===== config.mk =====
export PLATFORM = sky130hd
export DESIGN_NAME = vga_timing
export DESIGN_NICKNAME = d
export VERILOG_FILES = /design/src/rtl/vga_timing.sv
export SDC_FILE = /design/constraint.sdc
export NUM_CORES = 1
export LEC_CHECK = 0
export ABC_AREA = 1
export CAP_MARGIN = 20
export CORE_ASPECT_RATIO = 0.5
export CORE_MARGIN = 10
export CORE_UTILIZATION = 40
export DETAILED_ROUTE_END_ITERATION = 8
export GPL_TIMING_DRIVEN = 0
export PLACE_DENSITY = 0.71
export SLEW_MARGIN = 20
export SYNTH_ARGS = -nofsm -noshare
export SYNTH_HDL_FRONTEND = slang
export SYNTH_SLANG_ARGS = --single-unit

===== constraint.sdc =====
create_clock -name clk -period 2.35 [get_ports clk]
set_clock_uncertainty 0.2 [all_clocks]
set_input_delay 0.47 -clock clk [delete_from_list [all_inputs] [get_ports clk]]
set_output_delay 0.47 -clock clk [all_outputs]
set_load 0.01 [all_outputs]

===== src/rtl/vga_timing.sv =====
// 1024x768@60 pixel timing generator: registered counters, syncs, blanking and frame pulse.
// Latency: flags are registered together with the counters they describe; free-running, no backpressure.
// Optional frame counter enabled by defining VGA_FRAME_CNT_EN; otherwise frame_cnt is tied to 0.
package vga_pkg;
  localparam logic [10:0] HOR_PIXELS   = 11'd1024;
  localparam logic [10:0] HBLANK_START = 11'd1024;
  localparam logic [10:0] HBLANK_STOP  = 11'd1344;
  localparam logic [10:0] HSYNC_START  = 11'd1048;
  localparam logic [10:0] HSYNC_STOP   = 11'd1184;
  localparam logic [10:0] VER_PIXELS   = 11'd768;
  localparam logic [10:0] VBLANK_START = 11'd768;
  localparam logic [10:0] VBLANK_STOP  = 11'd806;
  localparam logic [10:0] VSYNC_START  = 11'd771;
  localparam logic [10:0] VSYNC_STOP   = 11'd777;
endpackage

module vga_timing
  import vga_pkg::*;
#(
  parameter int FRAME_CNT_W = 16
) (
  input  logic                   clk,
  input  logic                   rst,
  output logic [10:0]            hcount,
  output logic [10:0]            vcount,
  output logic                   hsync,
  output logic                   vsync,
  output logic                   hblnk,
  output logic                   vblnk,
  output logic                   frame_start,
  output logic [FRAME_CNT_W-1:0] frame_cnt
);

  localparam logic [10:0] H_LAST = HBLANK_STOP - 11'd1;
  localparam logic [10:0] V_LAST = VBLANK_STOP - 11'd1;

  // run holds the counters at (0,0) for the first edge after reset release
  logic        run;
  logic [10:0] h_nxt;
  logic [10:0] v_nxt;
  logic        wrap;

  always_comb begin
    h_nxt = 11'd0;
    v_nxt = 11'd0;
    wrap  = 1'b0;
    if (run) begin
      v_nxt = vcount;
      if (hcount >= HBLANK_STOP) begin
        h_nxt = 11'd0;
      end else if (hcount == H_LAST) begin
        h_nxt = 11'd0;
        if (vcount == V_LAST) begin
          v_nxt = 11'd0;
          wrap  = 1'b1;
        end else begin
          v_nxt = vcount + 11'd1;
        end
      end else begin
        h_nxt = hcount + 11'd1;
      end
      // out-of-range vertical state recovers to line 0 without a frame pulse
      if (vcount >= VBLANK_STOP) begin
        v_nxt = 11'd0;
        wrap  = 1'b0;
      end
    end
  end

  always_ff @(posedge clk or posedge rst) begin
    if (rst) begin
      run         <= 1'b0;
      hcount      <= 11'd0;
      vcount      <= 11'd0;
      hsync       <= 1'b0;
      vsync       <= 1'b0;
      hblnk       <= 1'b0;
      vblnk       <= 1'b0;
      frame_start <= 1'b0;
    end else begin
      run         <= 1'b1;
      hcount      <= h_nxt;
      vcount      <= v_nxt;
      hsync       <= (h_nxt >= HSYNC_START) && (h_nxt < HSYNC_STOP);
      vsync       <= (v_nxt >= VSYNC_START) && (v_nxt < VSYNC_STOP);
      hblnk       <= (h_nxt >= HBLANK_START);
      vblnk       <= (v_nxt >= VBLANK_START);
      frame_start <= wrap;
    end
  end

`ifdef VGA_FRAME_CNT_EN
  always_ff @(posedge clk or posedge rst) begin
    if (rst) begin
      frame_cnt <= '0;
    end else if (wrap) begin
      frame_cnt <= frame_cnt + 1'b1;
    end
  end
`else
  assign frame_cnt = '0;
`endif

endmodule


==> results of run 1 <==
placed cells by master, fill, tap and decap left out, drive strengths merged:
cell type      synthesis  final
a21oi                  1      1
buf                   17     17
bufinv                 0      1
clkbuf                 0      3
clkdlybuf4s50          0     28
clkinv                 1      1
conb                   2     18
dfrtp                 28     28
ha                     5      5
inv                   44     44
nand2                 38     38
nand3                 20     20
nand3b                 2      2
nand4                  5      5
nor2                  36     36
nor3                   2      2
o211ai                 1      1
o21ai                  8      8
o21bai                 1      1
or2                    1      1
xnor2                  2      2
xor2                   7      7
routing by layer:
layer,up-vias,track usage,wire (µm)
li1,736,-,-
met1,632,0.103,1530
met2,37,0.180,1750
met3,4,0.0429,396
met4,0,0.0393,36
met5,-,0,0
flip-flops by register name (all words and copies together), names as in the netlist:
register     flops
hcount          11
vcount          11
frame_start      1
hblnk            1
hsync            1
run              1
vblnk            1
vsync            1
metrics by stage:
step	utilization	hold WS, ns	total power, mW	instances	area, µm²
floorplan	-	0.327	0.561	237	1810
global placement	0.531	0.295	0.579	319	2160
detailed placement	0.531	0.313	0.582	319	2160
CTS	0.549	0.328	0.980	323	2230
global route	0.549	0.350	0.998	323	2230
finish	0.549	0.315	0.958	323	2230
worst max path at each step:
stage / cells past startpoint / startpoint / end
2_1_floorplan: 11 / hcount[0]$_DFF_PP0_ / vsync$_DFF_PP0_
3_3_place_gp: 12 / vcount[0]$_DFF_PP0_ / vsync$_DFF_PP0_
3_5_place_dp: 12 / vcount[0]$_DFF_PP0_ / vsync$_DFF_PP0_
4_1_cts: 11 / vcount[0]$_DFF_PP0_ / vsync$_DFF_PP0_
5_1_grt: 11 / vcount[0]$_DFF_PP0_ / vsync$_DFF_PP0_
6_report: 11 / vcount[0]$_DFF_PP0_ / vsync$_DFF_PP0_
power groups by stage:
| stage | Combinational (mW) | Clock (mW) | Sequential, mW |
|---|---|---|---|
| floorplan | 0.0559 | 0 | 0.505 |
| global placement | 0.0762 | 0 | 0.503 |
| detailed placement | 0.0779 | 0 | 0.504 |
| CTS | 0.0779 | 0.407 | 0.494 |
| global route | 0.0888 | 0.414 | 0.495 |
| finish | 0.0790 | 0.385 | 0.494 |
cells by family (layout without fill, tap and decap cells):
| kind of cell | Yosys count | after routing |
|---|---|---|
| buf+inv | 62 | 94 |
| simple gates | 104 | 104 |
| other cells | 2 | 18 |
| xor+xnor | 9 | 9 |
| flops | 28 | 28 |
| compound gates | 11 | 11 |
| fa+ha+maj | 5 | 5 |
final cells by class:
class | instances | area, µm²
fillers | 367 | 1830
plain buffers | 17 | 131
well taps | 54 | 67.6
flip-flops and latches | 28 | 701
repair buffers | 28 | 280
clock buffers | 3 | 41.3
multi-input cells | 147 | 810
inverters | 45 | 170
clock inverters | 1 | 30.0
synth_stat cells, types with 2 or more instances:
cell and count:
buf_4 16, ha_1 5, xnor2_1 2, inv_1 39
nor3_1 2, nor2_4 5, conb_1 2, nand3_2 3
o21ai_1 2, dfrtp_1 28, nand4_1 4, nand2_1 35
o21ai_0 6, nor2_2 5, nand3_1 16, inv_2 5
nand3b_1 2, nand2_2 3, nor2_1 26, xor2_1 7
==> run metrics, run 1 <==
gr usage total=0.100; slew at the pin closest to its max-slew limit=between 0.5 and 0.6 ns; post-detailed-route DRC marker count=0; Num CTS Buffers=3; via/cell ratio=4.36; DRT antenna net count=0; Req. time, crit path=2.37 ns; Net Switching=0.207 mW; # diodes=0; Hold Startpoint=hcount[0]$_DFF_PP0_; hold path depth=1; IO Pins=45; clk buf depth=2; peak supply drop=0.288 mV; crit path DAT=2.13 ns; # setup viols final=0; Post-synth EDFFs=0; R2R Path Start=vcount[0]$_DFF_PP0_; ys flop type=dfrtp_1; Pint=0.751 mW; Hold Vio Cnt, Final=0; minimum clock period after layout=2.11 ns; WL per Instance=11.5 µm; Hold Path End=hcount[0]$_DFF_PP0_; setup ws final=0.239 ns; max-cap violations=0; largest net degree at the start of global routing=29; post-cts hold buffer count=0; Synth Area in Compound Gates=0.0343; DRT iter0 DRCs=28; area share of the largest cell type after synthesis=0.400; starting density of the core=0.431; total negative slack=0 ns; Critical Path End Type=register; Worst-path clk slew=0.10 ns; post-synthesis instance total=221; count of warnings emitted by yosys=0; Rows=16; Synth Area in Simple Gates=0.309; reg-to-reg critical path endpoint=vsync$_DFF_PP0_; area leader, netlist=dfrtp_1; main combinational cell family by area after synthesis=simple AND/OR/NAND/NOR gates; Final Net Count=approximately 280; CTS tree=done; Synth-to-Final Area Change=27.4%; kind of critical path=reg -> reg; Die Ht=66.8 µm; most used cell along the critical path=nand3_1; wirelength, routed=3710 µm; Hold Crit Class=reg -> reg; crit path max-delay cell type=dfrtp_1; TritonRoute pass-1 iters=4; initial antenna violation count=0; worst reg2reg setup slack=0.24 ns; post-synthesis xor/xnor area fraction=0.0450; Pwr Density=429 nW/µm²; R2R cell count=11; CP cell instances=inv_1, ha_1, nor2_1, nor2_1, nand3_1, nand3_1, nor2_4, nand3_1, nand3_1, nand3_2, nor2_2; total number of vias=approximately 1400; vias in the first global route=1445; # Post-CTS Setup Buffers=0; Congestion Overflow GR=0; layout cells sized above 1=0.171; largest cells by area after synthesis=dfrtp_1, inv_1, nand2_1; HPWL after DPL=3000 µm; switching share of total power=0.216; clock sink count=28; max-slew violation count=0; Crit Path Max Fanout=9; Pleak=1.17 nW; adder-cell share of the synthesized area=0.0357; Avg Inst Size Synth=roughly 8 µm²; Flop pwr share=0.516; pre-CTS setup slack=0.272 ns; port buffer count=28; synthesized area=1750 µm²; final period utilization=0.898; mux cell area share after synthesis=0; post-CTS sizing=0; die footprint=approximately 7600 µm²; CP delay by family, top=simple AND/OR/NAND/NOR gates; Clock power frac=0.402; Worst slew margin=0.610; #FFs+latches synth=28; combinational power share=0.082; f_max=474 MHz; CP bufs+invs=1; ys async rst share=1.00; Max H-tree Level=1; sequential area share after synthesis=0.400; RD Place Congestion=~0.86; RSZ-0062 raised after global routing=no; clock root buffer=clkbuf_8; synth unique cells=28; status=completed; slowest stage delay, CP=0.46 ns; startpoint types=register; core region area=4060 µm²; Worst-Skew Late Latency=0.28 ns; Horiz. Die Dim=114 µm; first-pass GRT wire length=6310 µm
Power figures use the tool's default switching activity.
==> run 2: changes to the inputs <==
SETUP_SLACK_MARGIN = 0.1   (was unset)
==> run metrics, run 2 (same netlist as run 1, synthesis figures left out) <==
port buffer count=28 (unchanged); DRT met1 WL=1540 µm (+0.59%); CTS tree=done; clock root buffer=clkbuf_8; WL per Instance=11.6 µm (+0.85%); pre-CTS setup slack=0.272 ns (unchanged); DRT iter0 DRCs=21 (-25%); setup ws final=0.290 ns (+0.0514 ns); Worst slew margin=0.610 (about the same); Pleak=1.18 nW (+0.20%); Horiz. Die Dim=114 µm (unchanged); total power=0.960 mW (+0.25%); reg-to-reg critical path endpoint=hsync$_DFF_PP0_; f_max=485 MHz (+2.5%); Hold Vio Cnt, Final=0 (unchanged); largest net degree at the start of global routing=29 (unchanged); peak supply drop=0.289 mV (+0.28%); RSZ-0062 raised after global routing=no; clock sink count=28 (unchanged); Crit Path Max Fanout=10 (+1); hold path depth=1 (unchanged); worst reg2reg setup slack=0.29 ns (+0.05 ns); commonest non-fill, non-tap cells in the layout=inv_1, nand2_1, clkdlybuf4s50_1; Num CTS Buffers=3 (unchanged); total negative slack=0 ns (unchanged); post-cts hold buffer count=0 (unchanged); routed wl met3=411 µm (+3.8%); IO Pins=45 (unchanged); # setup viols final=0 (unchanged); minimum clock period after layout=2.06 ns (-0.0514 ns); # diodes=0 (unchanged); Synth-to-Final Area Change=27.9%; Largest regs=hcount: 11 flops, vcount: 11 flops; Filler Cells Inserted=364 (-0.82%); Worst-Skew Late Latency=0.28 ns (about the same); Final Net Count=278 (+0.36%); R2R cell count=11 (unchanged); Critical Path End Type=register; status=completed; DRT antenna net count=0 (unchanged); total number of vias=1420 (+0.78%); gr usage total=0.100 (unchanged); TritonRoute pass-1 iters=4 (unchanged); Rows=16 (unchanged); max-slew violation count=0 (unchanged); Worst-path clk slew=0.10 ns (about the same); clk buf depth=2 (unchanged); starting density of the core=0.431 (unchanged); initial antenna violation count=0 (unchanged); die footprint=7590 µm² (unchanged); layout cells sized above 1=0.178 (+0.00677); met2 WL=1770 µm (+1.0%); R2R Path Start=hcount[0]$_DFF_PP0_; Req. time, crit path=2.37 ns (about the same); first-pass GRT wire length=6310 µm (unchanged); Hold Path End=hcount[0]$_DFF_PP0_; slew at the pin closest to its max-slew limit=0.584 ns (-0.000710 ns); Pwr Density=429 nW/µm² (-0.14%); crit path DAT=2.08 ns (-0.05 ns); HPWL after DPL=3000 µm (unchanged); startpoint types=register; wirelength, routed=3750 µm (+1.2%); via/cell ratio=4.38 (+0.47%); DR top layer=met4; Max H-tree Level=1 (unchanged); leading cell type in the layout, fill and taps excluded=inv_1; Die Ht=66.8 µm (unchanged); Congestion Overflow GR=0 (unchanged); Hold Crit Class=reg -> reg; vias in the first global route=1445 (unchanged); Hold Startpoint=hcount[0]$_DFF_PP0_; max-cap violations=0 (unchanged); final period utilization=0.877 (-0.0219); RD Place Congestion=0.858 (unchanged); post-detailed-route DRC marker count=0 (unchanged); kind of critical path=reg -> reg; core region area=4060 µm² (unchanged)
-- run 2: timing repair --
action / 4_1_cts / 5_1_grt
hold endpoints to repair: 0 / 0
buffers inserted: 0 / 1
gates resized for setup: 0 / 1
endpoints found under the setup margin: 0 / 1
-- run 2: how the worst max path moves through the flow --
| stage | end | slack, ns | startpoint |
|---|---|---|---|
| final | hsync$_DFF_PP0_ | 0.29 | hcount[0]$_DFF_PP0_ |
| after global routing | hsync$_DFF_PP0_ | 0.11 | hcount[0]$_DFF_PP0_ |
| after CTS | vsync$_DFF_PP0_ | 0.23 | vcount[0]$_DFF_PP0_ |
| after detailed placement | vsync$_DFF_PP0_ | 0.27 | vcount[0]$_DFF_PP0_ |
| after global placement | vsync$_DFF_PP0_ | 0.31 | vcount[0]$_DFF_PP0_ |
| after floorplan | vsync$_DFF_PP0_ | 0.43 | hcount[0]$_DFF_PP0_ |
-- run 2: final cells by class --
| class | instances | area (µm²) | area share |
|---|---|---|---|
| plain buffers | 17 | 131 | 0.0587 |
| clock buffers | 3 | 41.3 | 0.0184 |
| clock inverters | 1 | 30.0 | 0.0134 |
| inverters | 45 | 170 | 0.0760 |
| multi-input cells | 147 | 810 | 0.361 |
| flip-flops and latches | 28 | 702 | 0.313 |
| well taps | 54 | 67.6 | 0.0302 |
| repair buffers | 29 | 288 | 0.128 |
-- run 2: worst max-delay path: stages (launching register included) --
cell	delay, ns
dfrtp_1	0.43
ha_1	0.25
nand3_2	0.12
inv_2	0.07
nand3_4	0.08
buf_6	0.16
nand4_4	0.18
inv_2	0.11
nand2_1	0.09
nor2_1	0.10
nand3_1	0.09
nor2_2	0.11
-- run 2: power by group --
group / leakage, nW / total, mW / switching, mW / internal, mW
combinational: 0.758 / 0.0805 / 0.0442 / 0.0363
sequential: 0.382 / 0.494 / 0.00658 / 0.487
clock: 0.0357 / 0.386 / 0.157 / 0.228
-- run 2: layer usage --
metal / up-vias / track usage
met3: 4 / 0.0429
met4: 0 / 0.0393
met1: 636 / 0.103
li1: 738 / -
met2: 42 / 0.180
met5: - / 0
-- run 2: per-stage QoR --
step / cell area, µm² / std cells / hold slack [ns] / utilization
detailed placement: 2160 / 319 / 0.313 / 0.531
finish: 2240 / 324 / 0.315 / 0.551
floorplan: 1810 / 237 / 0.327 / -
global placement: 2160 / 319 / 0.295 / 0.531
CTS: 2230 / 323 / 0.328 / 0.549
global route: 2240 / 324 / 0.350 / 0.551
==> run 3: changes to the inputs <==
SLEW_MARGIN = 25   (was 20)
==> run metrics, run 3 (same netlist as run 1, synthesis figures left out) <==
Num CTS Buffers=3 (unchanged); total power=0.960 mW (about the same); minimum clock period after layout=2.08 ns (+0.0189 ns); Max H-tree Level=1 (unchanged); fin area=2240 µm² (unchanged); RD Place Congestion=0.858 (unchanged); Hold Crit Class=reg -> reg; clock sink count=28 (unchanged); clk buf depth=2 (unchanged); WL per Instance=11.6 µm (about the same); Critical Path End Type=register; peak supply drop=0.311 mV (+7.6%); RSZ-0062 raised after global routing=no; DRT antenna net count=0 (unchanged); initial antenna violation count=0 (unchanged); pre-CTS setup slack=0.270 ns (-0.00194 ns); slew at the pin closest to its max-slew limit=0.586 ns (+0.00217 ns); Finished Core Util=0.551 (unchanged); leading cell type in the layout, fill and taps excluded=inv_1; Die Ht=66.8 µm (unchanged); first-pass GRT wire length=6330 µm (+0.22%); largest net degree at the start of global routing=29 (unchanged); port buffer count=28 (unchanged); DRT iter0 DRCs=23 (+9.5%); layout cells sized above 1=0.178 (unchanged); post-cts hold buffer count=0 (unchanged); crit path DAT=2.06 ns (-0.02 ns); TritonRoute pass-1 iters=4 (unchanged); Pleak=1.18 nW (unchanged); # diodes=0 (unchanged); core region area=4060 µm² (unchanged); Worst-path clk slew=0.10 ns (about the same); IO Pins=45 (unchanged); # setup viols final=0 (unchanged); CTS tree=done; area occupied by multi-input gates=810 µm² (unchanged); total number of vias=1419 (-0.070%); HPWL after DPL=3010 µm (+0.42%); Synth-to-Final Area Change=27.9% (unchanged); Req. time, crit path=2.33 ns (-0.04 ns); Area after DPL=2160 µm² (unchanged); commonest non-fill, non-tap cells in the layout=inv_1, nand2_1, clkdlybuf4s50_1; Final Net Count=278 (unchanged); Filler Cells Inserted=366 (+0.55%); Pwr Density=429 nW/µm² (about the same); status=completed; Crit Path Max Fanout=10 (unchanged); post-detailed-route DRC marker count=0 (unchanged); Hold Vio Cnt, Final=0 (unchanged); gr usage total=0.101 (+0.000763); Worst-Skew Late Latency=0.28 ns (about the same); max-cap violations=0 (unchanged); Horiz. Die Dim=114 µm (unchanged); clock root buffer=clkbuf_8; Congestion Overflow GR=0 (unchanged); wirelength, routed=3750 µm (about the same); kind of critical path=reg -> reg; total negative slack=0 ns (unchanged); vias in the first global route=1452 (+0.48%); Rows=16 (unchanged); startpoint types=register; via/cell ratio=4.38 (about the same); starting density of the core=0.431 (unchanged); register area=702 µm² (unchanged); die footprint=7590 µm² (unchanged); final period utilization=0.885 (+0.00803); setup ws final=0.271 ns (-0.0189 ns); Worst slew margin=0.609 (-0.00145); f_max=481 MHz (-0.91%); max-slew violation count=0 (unchanged); Largest regs=hcount: 11 flops, vcount: 11 flops
==> run 3: area by class of cell <==
| cell class | count | area share |
|---|---|---|
| Timing Repair Buffer | 29 | 0.128 |
| Sequential cell | 28 | 0.313 |
| Multi-Input combinational cell | 147 | 0.361 |
| Buffer | 17 | 0.0587 |
| Tap cell | 54 | 0.0302 |
| Clock inverter | 1 | 0.0134 |
| Clock buffer | 3 | 0.0184 |
| Inverter | 45 | 0.0760 |
==> run 3: final timing paths <==
check | start | endpoint | slack (ns) | cells after the start
worst max register to register | hcount[0]$_DFF_PP0_ | hsync$_DFF_PP0_ | 0.27 | 10
worst max-delay path | hcount[0]$_DFF_PP0_ | hsync$_DFF_PP0_ | 0.27 | 10
min in group asynchronous | rst | hcount[3]$_DFF_PP0_ | 0.36 | 2
worst min register to register | hcount[0]$_DFF_PP0_ | hcount[0]$_DFF_PP0_ | 0.32 | 1
worst min-delay path | hcount[0]$_DFF_PP0_ | hcount[0]$_DFF_PP0_ | 0.32 | 1
max in group asynchronous | rst | vcount[0]$_DFF_PP0_ | 1.18 | 2
==> run 3: power by group <==
part | total [mW] | switching, mW | internal [mW]
logic | 0.0806 | 0.0443 | 0.0363
registers | 0.494 | 0.00673 | 0.487
clock network | 0.385 | 0.157 | 0.228
==> run 3: metal layers <==
metal / GRT usage / part of all wire
met1: 0.105 / 0.41
met2: 0.178 / 0.47
met3: 0.0429 / 0.11
met4: 0.0440 / 0.015
met5: 0 / 0
==> run 3: timing repair <==
action	in CTS	in global routing
endpoints found under the setup margin	0	1
resized for setup	0	1
hold endpoints to repair	0	0
setup buffers	0	1
==> run 3: through the flow <==
stage / cells / hold WS (ns)
floorplan: 237 / 0.327
global placement: 319 / 0.295
detailed placement: 319 / 0.313
CTS: 323 / 0.328
global route: 324 / 0.350
finish: 324 / 0.317
==> run 3: worst max-delay path, cell delays in order (launching register included) <==
cell,delay [ns]
dfrtp_1,0.43
ha_1,0.25
nand3_2,0.12
inv_2,0.07
nand3_4,0.08
buf_6,0.16
nand4_4,0.18
nor2_1,0.24
o21ai_1,0.10
nand3_1,0.09
nor2_2,0.04
